==> src/rtl/uart_fifo_regs.sv <==
// uart_fifo_regs
// Memory-mapped UART data/status register bank with parametrised TX and RX
// FIFOs, sticky overflow flags, flush strobes and a level interrupt.
//
// Ports:
//   clk_i        system clock, all state updates on the rising edge
//   rst_i        synchronous active-high reset
//   addr_i       register select: 0 TXDATA, 1 RXDATA, 2 STATUS, 3 CTRL
//   we_i/re_i    CPU write / read strobes (both may be high in one cycle)
//   wdata_i      CPU write data
//   rdata_o      registered CPU read data, held until the next read
//   tx_data_o    head of the TX FIFO, 0 when empty
//   tx_valid_o   TX FIFO non-empty
//   tx_ready_i   transmitter takes the head when tx_valid_o is also high
//   rx_data_i    received character
//   rx_valid_i   push rx_data_i into the RX FIFO this cycle
//   irq_o        level interrupt, derived from registered state only
`timescale 1ns/1ps
module uart_fifo_regs #(
  parameter int W      = 32,
  parameter int DATA_W = 8,
  parameter int DEPTH  = 4
) (
  input  logic              clk_i,
  input  logic              rst_i,
  input  logic [1:0]        addr_i,
  input  logic              we_i,
  input  logic              re_i,
  input  logic [W-1:0]      wdata_i,
  output logic [W-1:0]      rdata_o,
  output logic [DATA_W-1:0] tx_data_o,
  output logic              tx_valid_o,
  input  logic              tx_ready_i,
  input  logic [DATA_W-1:0] rx_data_i,
  input  logic              rx_valid_i,
  output logic              irq_o
);

  localparam int AW = $clog2(DEPTH);
  localparam int CW = AW + 1;

  typedef enum logic [1:0] {
    ADDR_TXDATA = 2'd0,
    ADDR_RXDATA = 2'd1,
    ADDR_STATUS = 2'd2,
    ADDR_CTRL   = 2'd3
  } reg_addr_e;

  reg_addr_e addr;
  assign addr = reg_addr_e'(addr_i);

  // State
  logic [AW-1:0]     tx_wptr_q, tx_wptr_d, tx_rptr_q, tx_rptr_d;
  logic [AW-1:0]     rx_wptr_q, rx_wptr_d, rx_rptr_q, rx_rptr_d;
  logic [CW-1:0]     tx_cnt_q, tx_cnt_d, rx_cnt_q, rx_cnt_d;
  logic              tx_ovf_q, tx_ovf_d, rx_ovf_q, rx_ovf_d;
  logic [1:0]        ctrl_q, ctrl_d;     // [0] rx_irq_en, [1] tx_irq_en
  logic [W-1:0]      rdata_q, rdata_d;
  logic [DATA_W-1:0] tx_mem [DEPTH];
  logic [DATA_W-1:0] rx_mem [DEPTH];

  // Flags
  logic tx_full, tx_empty, rx_full, rx_empty;
  assign tx_full  = (tx_cnt_q == CW'(DEPTH));
  assign tx_empty = (tx_cnt_q == '0);
  assign rx_full  = (rx_cnt_q == CW'(DEPTH));
  assign rx_empty = (rx_cnt_q == '0);

  // Events for this cycle
  logic tx_push, tx_pop, tx_flush, tx_push_ok, tx_drop;
  logic rx_push, rx_pop, rx_flush, rx_push_ok, rx_drop;
  logic ctrl_wr, status_wr;

  assign ctrl_wr   = we_i && (addr == ADDR_CTRL);
  assign status_wr = we_i && (addr == ADDR_STATUS);

  assign tx_push  = we_i && (addr == ADDR_TXDATA);
  assign tx_pop   = !tx_empty && tx_ready_i;
  assign tx_flush = ctrl_wr && wdata_i[2];
  // A concurrent pop frees a slot, so a full FIFO still accepts the push.
  assign tx_push_ok = tx_push && !tx_flush && (!tx_full || tx_pop);
  assign tx_drop    = tx_push && !tx_flush && tx_full && !tx_pop;

  // Reading an empty RXDATA is a no-op rather than a pop.
  assign rx_push  = rx_valid_i;
  assign rx_pop   = re_i && (addr == ADDR_RXDATA) && !rx_empty;
  assign rx_flush = ctrl_wr && wdata_i[3];
  assign rx_push_ok = rx_push && !rx_flush && (!rx_full || rx_pop);
  assign rx_drop    = rx_push && !rx_flush && rx_full && !rx_pop;

  // Read-side views
  logic [DATA_W-1:0] rx_head;
  logic [31:0]       status_word;

  assign rx_head = rx_empty ? '0 : rx_mem[rx_rptr_q];

  always_comb begin
    status_word        = '0;
    status_word[0]     = tx_full;
    status_word[1]     = tx_empty;
    status_word[2]     = rx_full;
    status_word[3]     = rx_empty;
    status_word[4]     = tx_ovf_q;
    status_word[5]     = rx_ovf_q;
    status_word[15:8]  = 8'(rx_cnt_q);
    status_word[23:16] = 8'(tx_cnt_q);
  end

  // Next-state logic
  always_comb begin
    // NOTE: every signal gets a default first so no path leaves it unassigned, which would infer a latch.
    tx_wptr_d = tx_wptr_q;
    tx_rptr_d = tx_rptr_q;
    tx_cnt_d  = tx_cnt_q;
    rx_wptr_d = rx_wptr_q;
    rx_rptr_d = rx_rptr_q;
    rx_cnt_d  = rx_cnt_q;
    ctrl_d    = ctrl_q;
    rdata_d   = rdata_q;

    // Flush beats any push or pop in the same cycle.
    if (tx_flush) begin
      tx_wptr_d = '0;
      tx_rptr_d = '0;
      tx_cnt_d  = '0;
    end else begin
      if (tx_push_ok) tx_wptr_d = tx_wptr_q + AW'(1);
      if (tx_pop)     tx_rptr_d = tx_rptr_q + AW'(1);
      tx_cnt_d = tx_cnt_q + CW'(tx_push_ok) - CW'(tx_pop);
    end

    if (rx_flush) begin
      rx_wptr_d = '0;
      rx_rptr_d = '0;
      rx_cnt_d  = '0;
    end else begin
      if (rx_push_ok) rx_wptr_d = rx_wptr_q + AW'(1);
      if (rx_pop)     rx_rptr_d = rx_rptr_q + AW'(1);
      rx_cnt_d = rx_cnt_q + CW'(rx_push_ok) - CW'(rx_pop);
    end

    if (ctrl_wr) ctrl_d = wdata_i[1:0];

    // Reads sample pre-edge state even when a write to the same address
    // happens in the same cycle.
    if (re_i) begin
      case (addr)
        ADDR_TXDATA: rdata_d = '0;
        ADDR_RXDATA: rdata_d = W'(rx_head);
        ADDR_STATUS: rdata_d = W'(status_word);
        ADDR_CTRL:   rdata_d = W'(ctrl_q);
        default:     rdata_d = '0;
      endcase
    end
  end

  // Sticky overflow: a new overflow wins over a same-cycle write-1-to-clear.
  assign tx_ovf_d = tx_drop || (tx_ovf_q && !(status_wr && wdata_i[4]));
  assign rx_ovf_d = rx_drop || (rx_ovf_q && !(status_wr && wdata_i[5]));

  // Control/status registers
  always_ff @(posedge clk_i) begin
    if (rst_i) begin
      // NOTE: sequential state uses non-blocking assignments so every flop samples pre-edge values.
      tx_wptr_q <= '0;
      tx_rptr_q <= '0;
      tx_cnt_q  <= '0;
      rx_wptr_q <= '0;
      rx_rptr_q <= '0;
      rx_cnt_q  <= '0;
      tx_ovf_q  <= 1'b0;
      rx_ovf_q  <= 1'b0;
      ctrl_q    <= '0;
      rdata_q   <= '0;
    end else begin
      tx_wptr_q <= tx_wptr_d;
      tx_rptr_q <= tx_rptr_d;
      tx_cnt_q  <= tx_cnt_d;
      rx_wptr_q <= rx_wptr_d;
      rx_rptr_q <= rx_rptr_d;
      rx_cnt_q  <= rx_cnt_d;
      tx_ovf_q  <= tx_ovf_d;
      rx_ovf_q  <= rx_ovf_d;
      ctrl_q    <= ctrl_d;
      rdata_q   <= rdata_d;
    end
  end

  // FIFO storage
  // NOTE: storage has no reset; the counts alone decide which entries are valid, so it maps onto plain RAM.
  always_ff @(posedge clk_i) begin
    if (tx_push_ok) tx_mem[tx_wptr_q] <= wdata_i[DATA_W-1:0];
    if (rx_push_ok) rx_mem[rx_wptr_q] <= rx_data_i;
  end

  // Outputs
  assign rdata_o    = rdata_q;
  assign tx_valid_o = !tx_empty;
  assign tx_data_o  = tx_empty ? '0 : tx_mem[tx_rptr_q];
  assign irq_o      = (ctrl_q[0] && !rx_empty) || (ctrl_q[1] && tx_empty)
                    || tx_ovf_q || rx_ovf_q;

  // Upper write-data bits carry no register fields.
  logic unused_wdata;
  assign unused_wdata = ^wdata_i;

endmodule

==> config.mk <==
export PLATFORM = sky130hd
export DESIGN_NAME = uart_fifo_regs
export DESIGN_NICKNAME = d
export VERILOG_FILES = /design/src/rtl/uart_fifo_regs.sv
export SDC_FILE = /design/constraint.sdc
export NUM_CORES = 1
export LEC_CHECK = 0
export BUFFER_PORTS_ARGS = -buffer_cell sky130_fd_sc_hd__buf_2
export CAP_MARGIN = 0
export CORE_ASPECT_RATIO = 1.2
export CORE_MARGIN = 1.5
export CORE_UTILIZATION = 45
export DETAILED_ROUTE_END_ITERATION = 12
export MAX_ROUTING_LAYER = met4
export PLACE_DENSITY = 0.67
export SLEW_MARGIN = 30
export SYNTH_ARGS = -nofsm -noshare
export SYNTH_HDL_FRONTEND = slang
export SYNTH_SLANG_ARGS = --single-unit
==> constraint.sdc <==
create_clock -name clk_i -period 5.2 [get_ports clk_i]
set_input_delay 1.04 -clock clk_i [delete_from_list [all_inputs] [get_ports clk_i]]
set_output_delay 1.04 -clock clk_i [all_outputs]
set_load 0.01 [all_outputs]
==> flow_metrics.env <==
export IMPL_die_area_sq_mm=0.0104
export IMPL_grt_max_degree=21
export IMPL_p_per_area_mw_per_mm2=434
export IMPL_syn_area_per_cell_sq_um=13.9
export IMPL_ys_seq_area_share_pct=59.8
export IMPL_ys_seq_elements=100
export IMPL_first_pass_iters=4
export IMPL_n_antenna_cell=0
export IMPL_core_region_area_sq_mm=0.00952
export IMPL_dp_worst_setup_slack_ns=1.70
export IMPL_rsz0062_at_grt="no"
export IMPL_max_cap_viol_count=0
export IMPL_m1WireLength_mm=3.11
export IMPL_grt_ovfl_total=0
export IMPL_fin_skew_ns=0.00474
export IMPL_async_flop_share_pct=0
export IMPL_netlist_area_sq_mm=0.00442
export IMPL_cts_hold_buffers=0
export IMPL_initial_core_util_pct=46.4
export IMPL_tightest_slew_ns=0.828
export IMPL_drt_total_wl_mm=7.53
export IMPL_areaGrowthSynthToFinish_pct=12.0
export IMPL_fp_dieH_um=112
export IMPL_yosysTopAreaCell="edfxtp_1"
export IMPL_synth_top_cells_by_area="edfxtp_1 (43%), dfxtp_1 (16%), mux4_2 (8.2%), ha_1 (3.4%), buf_4 (3.1%)"
export IMPL_crit_required_ns=5.43
export IMPL_clk_pin_slew_ns=0.06
export IMPL_yosys_warnings=0
export IMPL_finalSetupTns_ns=0
export IMPL_synth_most_common_cell="edfxtp_1"
export IMPL_hp_class="register to register"
export IMPL_hold_viol_final=0
export IMPL_ir_worst_vdd_uv=226
export IMPL_clk_latency_ns=0.33
export IMPL_viasPerCell=5.06
export IMPL_clock_sinks=100
export IMPL_yosys_area_top_type_share_pct=43.5
export IMPL_synth_cell_types=53
export IMPL_gp_congestion=0.755
export IMPL_critPathCaptureType="register"
export IMPL_grt_pass1_wl_mm=12.1
export IMPL_p_leak_nw=1.90
export IMPL_num_io_pins=90
export IMPL_topRoutingLayerUsed="met4"
export IMPL_cts_tree="yes"
export IMPL_dp_hpwl_mm=5.48
export IMPL_via_count=2472
export IMPL_finalSetupViolCount=0
export IMPL_max_freq_mhz=319
export IMPL_synth_top_cells_by_count="edfxtp_1 (64), dfxtp_1 (36), inv_1 (20), buf_4 (18)"
export IMPL_grt_antenna_before_repair=0
export IMPL_crit_type="primary input to register"
export IMPL_max_slew_margin_pct=44.0
export IMPL_grt_pass1_vias=2386
export IMPL_status="finished, final reports clean"
export IMPL_io_buffers=47
export IMPL_clk_path_buf_depth=2
export IMPL_synth_edf_count=64
export IMPL_numCtsBuffers=9
export IMPL_post_drt_wl_per_cell_um=15.4
export IMPL_crit_arrival_ns=3.36
export IMPL_cts_resized=0
export IMPL_drt_iter0_markers=124
export IMPL_post_route_period_util_pct=60.3
export IMPL_critPathLaunchType="primary input"
export IMPL_dr_wl_met2_mm=4.01
export IMPL_postCtsSetupBuffers=0
export IMPL_num_rows=39
export IMPL_die_width_um=93.5
export IMPL_htree_levels=3
export IMPL_fin_nets=423
export IMPL_timing_hold_ws_ns=0.457
export IMPL_drc=0
export IMPL_ant_nets=0
export IMPL_final_util_pct=52.0
export IMPL_slew_viol_final=0
export IMPL_drive_gt1_share_pct=24.0
export IMPL_period_needed_ns=3.13
export IMPL_wl_met3_um=265
export IMPL_cts_root_buf="clkbuf_16"
export IMPL_crit_fanout=19
export IMPL_synthFlopType="edfxtp_1"
export IMPL_grt_total_usage_pct=16.0
export IMPL_synth_cells=319
export IMPL_worst_slack_ns=2.07
## placed cells by master (no fill, tap or decap), drive strengths merged, types with 2 or more instances in the layout
cell type	Yosys	routed
a211oi	2	2
a21boi	2	2
a21oi	12	12
a221oi	2	2
a22oi	2	2
a31oi	3	3
a32o	2	2
and2	6	6
and3	7	7
buf	27	48
bufinv	0	3
clkbuf	7	11
clkinv	0	2
conb	1	18
dfxtp	36	36
edfxtp	64	64
fa	2	2
ha	12	12
inv	20	20
mux2i	5	5
mux4	16	16
nand2	14	14
nand3	11	11
nand4b	2	2
nor2	16	16
nor2b	13	13
nor3	3	3
nor3b	3	3
o21ai	3	3
o2bb2ai	2	2
or3	4	4
or4b	2	2
xnor2	4	4
xor2	2	2
## stage by stage
step | std cells | power [W] | cell area (sq um)
global route | 489 | 0.00226 | 4950
global placement | 473 | 0.00142 | 4620
finish | 489 | 0.00215 | 4950
detailed placement | 473 | 0.00144 | 4620
CTS | 489 | 0.00217 | 4950
floorplan | 336 | 0.00132 | 4480
## state kept, by name, summed over array words and instances, names as in the netlist, 3 cells and up, named ones only
signal / flops
tx_mem: 32
rx_mem: 32
tx_cnt_q: 3
rdata_o: 14
rx_cnt_q: 3
## area by class of cell
| class | count | area (sq um) |
|---|---|---|
| inverter | 20 | 75.1 |
| tap | 123 | 154 |
| sequential | 100 | 2640 |
| clock inverter | 5 | 100 |
| fill | 831 | 4560 |
| clock buffer | 11 | 233 |
| multi-input combinational | 182 | 1500 |
| timing repair buffer | 48 | 243 |
## worst paths after layout
kind,start,endpoint,slack [ns],cells past startpoint
max,re_i,rx_cnt_q[2],2.07,11
min,rdata_o[8],rdata_o[8],0.46,2
max reg2reg,rx_cnt_q[1],rx_cnt_q[2],2.72,10
min reg2reg,rdata_o[8],rdata_o[8],0.46,2
## where the power goes
group          switching, W  leakage, nW  internal (W)
Sequential        0.0000745        0.875      0.000911
Combinational      0.000222        0.862      0.000204
Clock              0.000267        0.163      0.000469
Total              0.000564         1.90       0.00158
## worst max-delay path, stage by stage
cell and delay (ns):
buf_2 0.32, nand3b_4 0.18, a221oi_4 0.46, inv_1 0.10, ha_1 0.29, inv_1 0.04
ha_1 0.19, fa_1 0.38, xnor2_1 0.18, xnor2_1 0.14, nor2b_1 0.06
## kinds of logic after synthesis
kind of cell / share of synthesized area [%]
flip-flops: 59.8
AND/OR/NAND/NOR: 11.7
buffers and inverters: 7.62
AO/OA/AOI/OAI: 6.03
multiplexers: 9.29
adder cells (fa/ha/maj): 4.30
XOR/XNOR: 1.19
other: 0.0849
## per-layer routing
metal,global-route usage [%],vias up
met1,18.8,1204
met2,26.5,49
li1,-,1210
met4,7.58,0
met5,-,-
met3,2.80,9
Note: power is estimated with default switching activity, not from simulation.
